==> config.mk <==
export PLATFORM = sky130hd
export DESIGN_NAME = nibble_serial_adder_seq
export DESIGN_NICKNAME = d
export VERILOG_FILES = /design/src/rtl/nibble_serial_adder_seq.sv
export SDC_FILE = /design/constraint.sdc
export NUM_CORES = 1
export LEC_CHECK = 0
export CAP_MARGIN = 20
export CORE_MARGIN = 3
export CORE_UTILIZATION = 45
export CTS_BUF_LIST = sky130_fd_sc_hd__clkbuf_2 sky130_fd_sc_hd__clkbuf_4 sky130_fd_sc_hd__clkbuf_8
export DETAILED_ROUTE_END_ITERATION = 6
export PLACE_DENSITY = 0.78
export REMOVE_ABC_BUFFERS = 1
export SETUP_SLACK_MARGIN = 0.02
export SLEW_MARGIN = 20
export SYNTH_ARGS = -nofsm -noshare
export SYNTH_HDL_FRONTEND = slang
export SYNTH_SLANG_ARGS = --single-unit
export TNS_END_PERCENT = 1
==> constraint.sdc <==
create_clock -name clk -period 2.05 [get_ports clk]
set_clock_uncertainty 0.1 [all_clocks]
set_input_delay 0.615 -clock clk [delete_from_list [all_inputs] [get_ports clk]]
set_output_delay 0.615 -clock clk [all_outputs]
set_load 0.01 [all_outputs]
==> src/rtl/nibble_serial_adder_seq.sv <==
// Multi-precision add/subtract sequencer feeding an external 4-bit combinational adder.
// Optional signed-overflow output is enabled by defining OVERFLOW_FLAG_EN.
module nibble_serial_adder_seq #(
    parameter int WIDTH = 16
) (
    input  logic             clk,
    input  logic             rst,
    input  logic             in_valid,
    output logic             in_ready,
    input  logic [WIDTH-1:0] op_a,
    input  logic [WIDTH-1:0] op_b,
    input  logic             cin,
    input  logic             sub,
    output logic             out_valid,
    input  logic             out_ready,
    output logic [WIDTH-1:0] result,
    output logic             cout,
    output logic [3:0]       add_a,
    output logic [3:0]       add_b,
    output logic             add_cin,
    input  logic [3:0]       add_sum,
    input  logic             add_cout
`ifdef OVERFLOW_FLAG_EN
    ,
    output logic             ovf
`endif
);

    // WIDTH must be a multiple of 4 and at least 8.
    localparam int N     = WIDTH / 4;
    localparam int IDX_W = (N > 1) ? $clog2(N) : 1;
    localparam logic [IDX_W-1:0] LAST_IDX = IDX_W'(N - 1);

    typedef enum logic [1:0] {
        S_IDLE = 2'd0,
        S_RUN  = 2'd1,
        S_DONE = 2'd2
    } state_t;

    state_t           r_state;
    state_t           w_state_nxt;
    logic [IDX_W-1:0] r_idx;
    logic             r_carry;
    logic             r_add_cin;
    logic [WIDTH-1:0] r_res;
    logic [WIDTH-1:0] r_a_sh;
    logic [WIDTH-1:0] r_b_sh;
    logic             r_in_ready;
    logic             r_out_valid;
    logic             w_accept;
    logic             w_last;
    logic             w_consume;
    logic             w_ovf_nib;

    assign w_accept  = (r_state == S_IDLE) & in_valid;
    assign w_last    = (r_state == S_RUN) & (r_idx == LAST_IDX);
    assign w_consume = (r_state == S_DONE) & out_ready;
    assign w_ovf_nib = (r_a_sh[3] == r_b_sh[3]) & (add_sum[3] != r_a_sh[3]);

    // Shift registers empty themselves after N nibbles, so the adder
    // operands read zero outside RUN without extra gating.
    assign add_a     = r_a_sh[3:0];
    assign add_b     = r_b_sh[3:0];
    assign add_cin   = r_add_cin;
    assign in_ready  = r_in_ready;
    assign out_valid = r_out_valid;
    assign result    = r_res;
    assign cout      = r_carry;

    // State register
    always_ff @(posedge clk or posedge rst) begin
        if (rst) begin
            r_state <= S_IDLE;
        end else begin
            r_state <= w_state_nxt;
        end
    end

    // Next-state logic
    always_comb begin
        w_state_nxt = r_state;
        case (r_state)
            S_IDLE: begin
                if (w_accept) begin
                    w_state_nxt = S_RUN;
                end else begin
                    w_state_nxt = S_IDLE;
                end
            end
            S_RUN: begin
                if (w_last) begin
                    w_state_nxt = S_DONE;
                end else begin
                    w_state_nxt = S_RUN;
                end
            end
            S_DONE: begin
                if (w_consume) begin
                    w_state_nxt = S_IDLE;
                end else begin
                    w_state_nxt = S_DONE;
                end
            end
            default: begin
                w_state_nxt = S_IDLE;
            end
        endcase
    end

    // Handshake flags registered from the next state
    always_ff @(posedge clk or posedge rst) begin
        if (rst) begin
            r_in_ready  <= 1'b1;
            r_out_valid <= 1'b0;
        end else begin
            r_in_ready  <= (w_state_nxt == S_IDLE);
            r_out_valid <= (w_state_nxt == S_DONE);
        end
    end

    // Operand capture, nibble shifting and result reassembly
    always_ff @(posedge clk or posedge rst) begin
        if (rst) begin
            r_idx     <= '0;
            r_carry   <= 1'b0;
            r_add_cin <= 1'b0;
            r_res     <= '0;
            r_a_sh    <= '0;
            r_b_sh    <= '0;
        end else begin
            case (r_state)
                S_IDLE: begin
                    if (w_accept) begin
                        r_a_sh    <= op_a;
                        r_b_sh    <= sub ? ~op_b : op_b;
                        r_carry   <= sub ? 1'b1 : cin;
                        r_add_cin <= sub ? 1'b1 : cin;
                        r_idx     <= '0;
                    end else begin
                        r_a_sh    <= r_a_sh;
                    end
                end
                S_RUN: begin
                    r_res     <= {add_sum, r_res[WIDTH-1:4]};
                    r_carry   <= add_cout;
                    // add_cin mirrors the carry only while nibbles are in flight
                    r_add_cin <= w_last ? 1'b0 : add_cout;
                    r_a_sh    <= {4'd0, r_a_sh[WIDTH-1:4]};
                    r_b_sh    <= {4'd0, r_b_sh[WIDTH-1:4]};
                    r_idx     <= r_idx + IDX_W'(1);
                end
                S_DONE: begin
                    r_res     <= r_res;
                end
                default: begin
                    r_idx     <= '0;
                end
            endcase
        end
    end

`ifdef OVERFLOW_FLAG_EN
    logic r_ovf;
    assign ovf = r_ovf;

    // Signed overflow taken from the top nibble of the post-inversion operands
    always_ff @(posedge clk or posedge rst) begin
        if (rst) begin
            r_ovf <= 1'b0;
        end else if (r_state == S_IDLE) begin
            r_ovf <= 1'b0;
        end else if (w_last) begin
            r_ovf <= w_ovf_nib;
        end else begin
            r_ovf <= r_ovf;
        end
    end
`else
    logic w_unused;
    assign w_unused = w_ovf_nib;
`endif

endmodule

==> impl_metrics.json, run 1 <==
{
  "clock-sinks": 56,
  "worstReg2RegStart": "r_state[0]",
  "gp_congestion": 0.731,
  "synth_cell_types": 27,
  "io_buffers": 70,
  "synth_top_family_by_area": "simple AND/OR/NAND/NOR gates",
  "slowest_delay_ns": 0.55,
  "dr.pass1.iters": 4,
  "swShare_pct": 36.5,
  "drc": 0,
  "num_vias": 2085,
  "area_growth_pct": 33.4,
  "whs_ns": 0.380,
  "synth_fa_ha_area_share_pct": 0.475,
  "dp_worst_setup_slack_ns": -0.0734,
  "cts-hold-fix-buffers": 0,
  "reg2reg_depth": 4,
  "n_antenna_cell": 0,
  "io_pins": 71,
  "synth_cells": 274,
  "antenna_found_initial": 0,
  "min_path_cells": 2,
  "synth_compound_area_share_pct": 16.6,
  "cts_setup_buffers": 0,
  "grt_max_degree": 57,
  "fin_crit_sh_pct": 95.6,
  "ant_nets": 0,
  "yosysTopAreaCell": "dfrtp_1",
  "die_h_um": 82.5,
  "yosysWarnings": 0,
  "core_area_mm2": 0.00557,
  "min_to": "result[0]",
  "grt_overflow": 0,
  "maxSlewHeadroom_pct": 61.6,
  "avgSynthCellArea_um2": 9.62,
  "critical_path_buf_inv_count": 1,
  "grt_pass1_vias": 2003,
  "synth_area_mm2": 0.00264,
  "drv_slew": 0,
  "critical-path-top-delay-family": "buffers and inverters",
  "cts_buffer_depth": 2,
  "power_density_mw_per_mm2": 1350,
  "final_nets": 381,
  "start_util_pct": 47.3,
  "max-cap-violations": 0,
  "final_common_cell": "nand2_1",
  "clkTransAtPathRegs_ns": 0.09,
  "num_rows": 27,
  "min_path_type": "reg2reg",
  "utilization_pct": 63.1,
  "via_per_inst": 5.09,
  "start_kind": "flop",
  "worst_slew_pin_slew_ns": 0.575,
  "dieArea_mm2": 0.00681,
  "fmax_mhz": 510,
  "combPwrFrac_pct": 46.1,
  "switchingPower_uw": 1730,
  "final_cell_mix": "89 x nand2_1, 69 x clkdlybuf4s50_1, 55 x dfrtp_1",
  "synth_simple_gate_area_share_pct": 16.8,
  "synth_xor_area_share_pct": 5.32,
  "fin_area_mm2": 0.00352,
  "crit_fanout": 3,
  "grt_use_total_pct": 17.6,
  "cp_cell_sequence": "clkdlybuf4s50_1",
  "status": "complete, no violations",
  "initialDrtViolationCount": 142,
  "path_class": "reg2out",
  "p_int_uw": 3020,
  "rsz0062_at_grt": "false",
  "grt_pass1_wl_um": 9240,
  "end_kind": "output pin",
  "power.leakage_uw": 0.00152,
  "hp-start": "result[0]",
  "cts_buffers": 5,
  "ys_top_cells_by_area": "dfrtp_1 52%, nand2_1 13%, xnor2_1 5.3%, a22oi_1 3.4%, buf_4 2.8%",
  "cts_max_level": 2,
  "cts_resized": 1,
  "place_inst": 402,
  "wire_per_inst_um": 14.1,
  "layout_setup_ws_ns": 0.0894,
  "ys_seq_area_share_pct": 53.2,
  "ir_drop_v": 0.000519,
  "reg2reg_to": "result[4]",
  "drive_above_1_share_pct": 10.1,
  "cp.arrival_ns": 1.25,
  "finalCriticalPeriod_ns": 1.96,
  "finalHoldViolCount": 0,
  "reg2reg_slack_ns": 0.40,
  "p_seq_share_pct": 40.0,
  "pwr-share-clk_pct": 13.8,
  "worstSkewPairLatency_ns": 0.30,
  "hpwl_um": 4210,
  "wirelength_um": 5790,
  "synth_seq_cells": 56,
  "cts_tree": "done",
  "yosys.area.top_type_share_pct": 52.2,
  "placed_area_mm2": 0.00341,
  "worstPathRequired_ns": 1.33,
  "synthMuxAreaShare_pct": 0.427,
  "fp.dieW_um": 82.5,
  "slowest_stage": "clkdlybuf4s50_1",
  "instances_no_fill": 410,
  "setup_viol": 0,
  "cts_root_buffer": "clkbuf_8"
}
==> tightest hold or removal path, stage by stage, from the launching register on <==
cell and delay (ns):
dfrtp_1 0.35, nand2_1 0.05, nand2_1 0.05
==> worst max path at each step <==
stage                      end       start  cells past startpoint
global route        result[10]  result[10]                      1
global placement     r_a_sh[6]    in_valid                      4
detailed placement   r_a_sh[8]    in_valid                      4
CTS                  result[9]   result[9]                      1
finish              result[10]  result[10]                      1
floorplan              add_cin  r_state[0]                      3
==> layer usage <==
metal,part of all wire [%],up-vias,global-route usage (%)
met1,44,999,23.7
met5,0,-,0
met4,0.80,0,3.43
met3,5.3,6,3.90
met2,50,57,29.2
li1,-,1023,-
==> power groups by stage <==
stage,sequential [uW],clock [uW],combinational (uW)
2_1_floorplan,2040,0,963
3_5_place_dp,1920,0,2220
4_1_cts,1900,674,2210
5_1_grt,1970,726,2410
3_3_place_gp,1900,0,2150
6_report,1900,658,2190
==> final cells by class <==
type | count | area (um^2)
Clock buffer | 8 | 104
Multi-Input combinational cell | 186 | 1050
Inverter | 3 | 11.3
Sequential cell | 56 | 1400
Tap cell | 72 | 90.1
Timing Repair Buffer | 85 | 862
Fill cell | 474 | 2060
==> registers in the layout, indices dropped and copies added, names as in the netlist <==
| name | flops |
|---|---|
| r_a_sh | 16 |
| add_cin | 1 |
| result | 16 |
| r_b_sh | 16 |
| cout | 1 |
| r_state | 2 |
| r_idx | 2 |
| out_valid | 1 |
| in_ready | 1 |
==> cell usage after synthesis <==
cell	n
nor2b_1	12
clkbuf_1	3
o21ba_2	1
a22o_1	1
nor2_1	3
xnor2_1	16
buf_2	13
o221ai_1	7
o22ai_1	2
buf_4	10
mux2_2	1
nor3_1	1
buf_1	1
a21oi_1	9
ha_1	1
o21ai_0	9
o21ai_1	11
buf_6	2
dfstp_2	1
o21bai_4	1
dfrtp_1	55
inv_1	3
nand2_1	89
nand2b_1	3
o221ai_2	5
o31ai_1	2
a22oi_1	12
==> metrics by stage <==
stage / setup TNS, ns / total power [uW]
2_1_floorplan: -3.96 / 3010
3_3_place_gp: 0 / 4050
3_5_place_dp: -0.312 / 4140
4_1_cts: 0 / 4790
5_1_grt: 0 / 5110
6_report: 0 / 4750
==> logic make-up (layout without fill, tap and decap cells) <==
group / Yosys count / in the layout
XOR/XNOR: 16 / 16
multiplexers: 1 / 1
adder cells (fa/ha/maj): 1 / 1
AO/OA/AOI/OAI: 60 / 60
flip-flops: 56 / 56
buffers and inverters: 32 / 96
AND/OR/NAND/NOR: 108 / 108
(Power assumes the default switching activity.)
==> inputs of run 2 (changes only) <==
--- a/config.mk
+++ b/config.mk
@@ -5,6 +5,7 @@
 export SDC_FILE = /design/constraint.sdc
 export NUM_CORES = 1
 export LEC_CHECK = 0
+export ABC_AREA = 0
 export CAP_MARGIN = 20
 export CORE_MARGIN = 3
 export CORE_UTILIZATION = 45
==> results of run 2 <==
Final layout, timing and power as in run 1 (identical DEF).
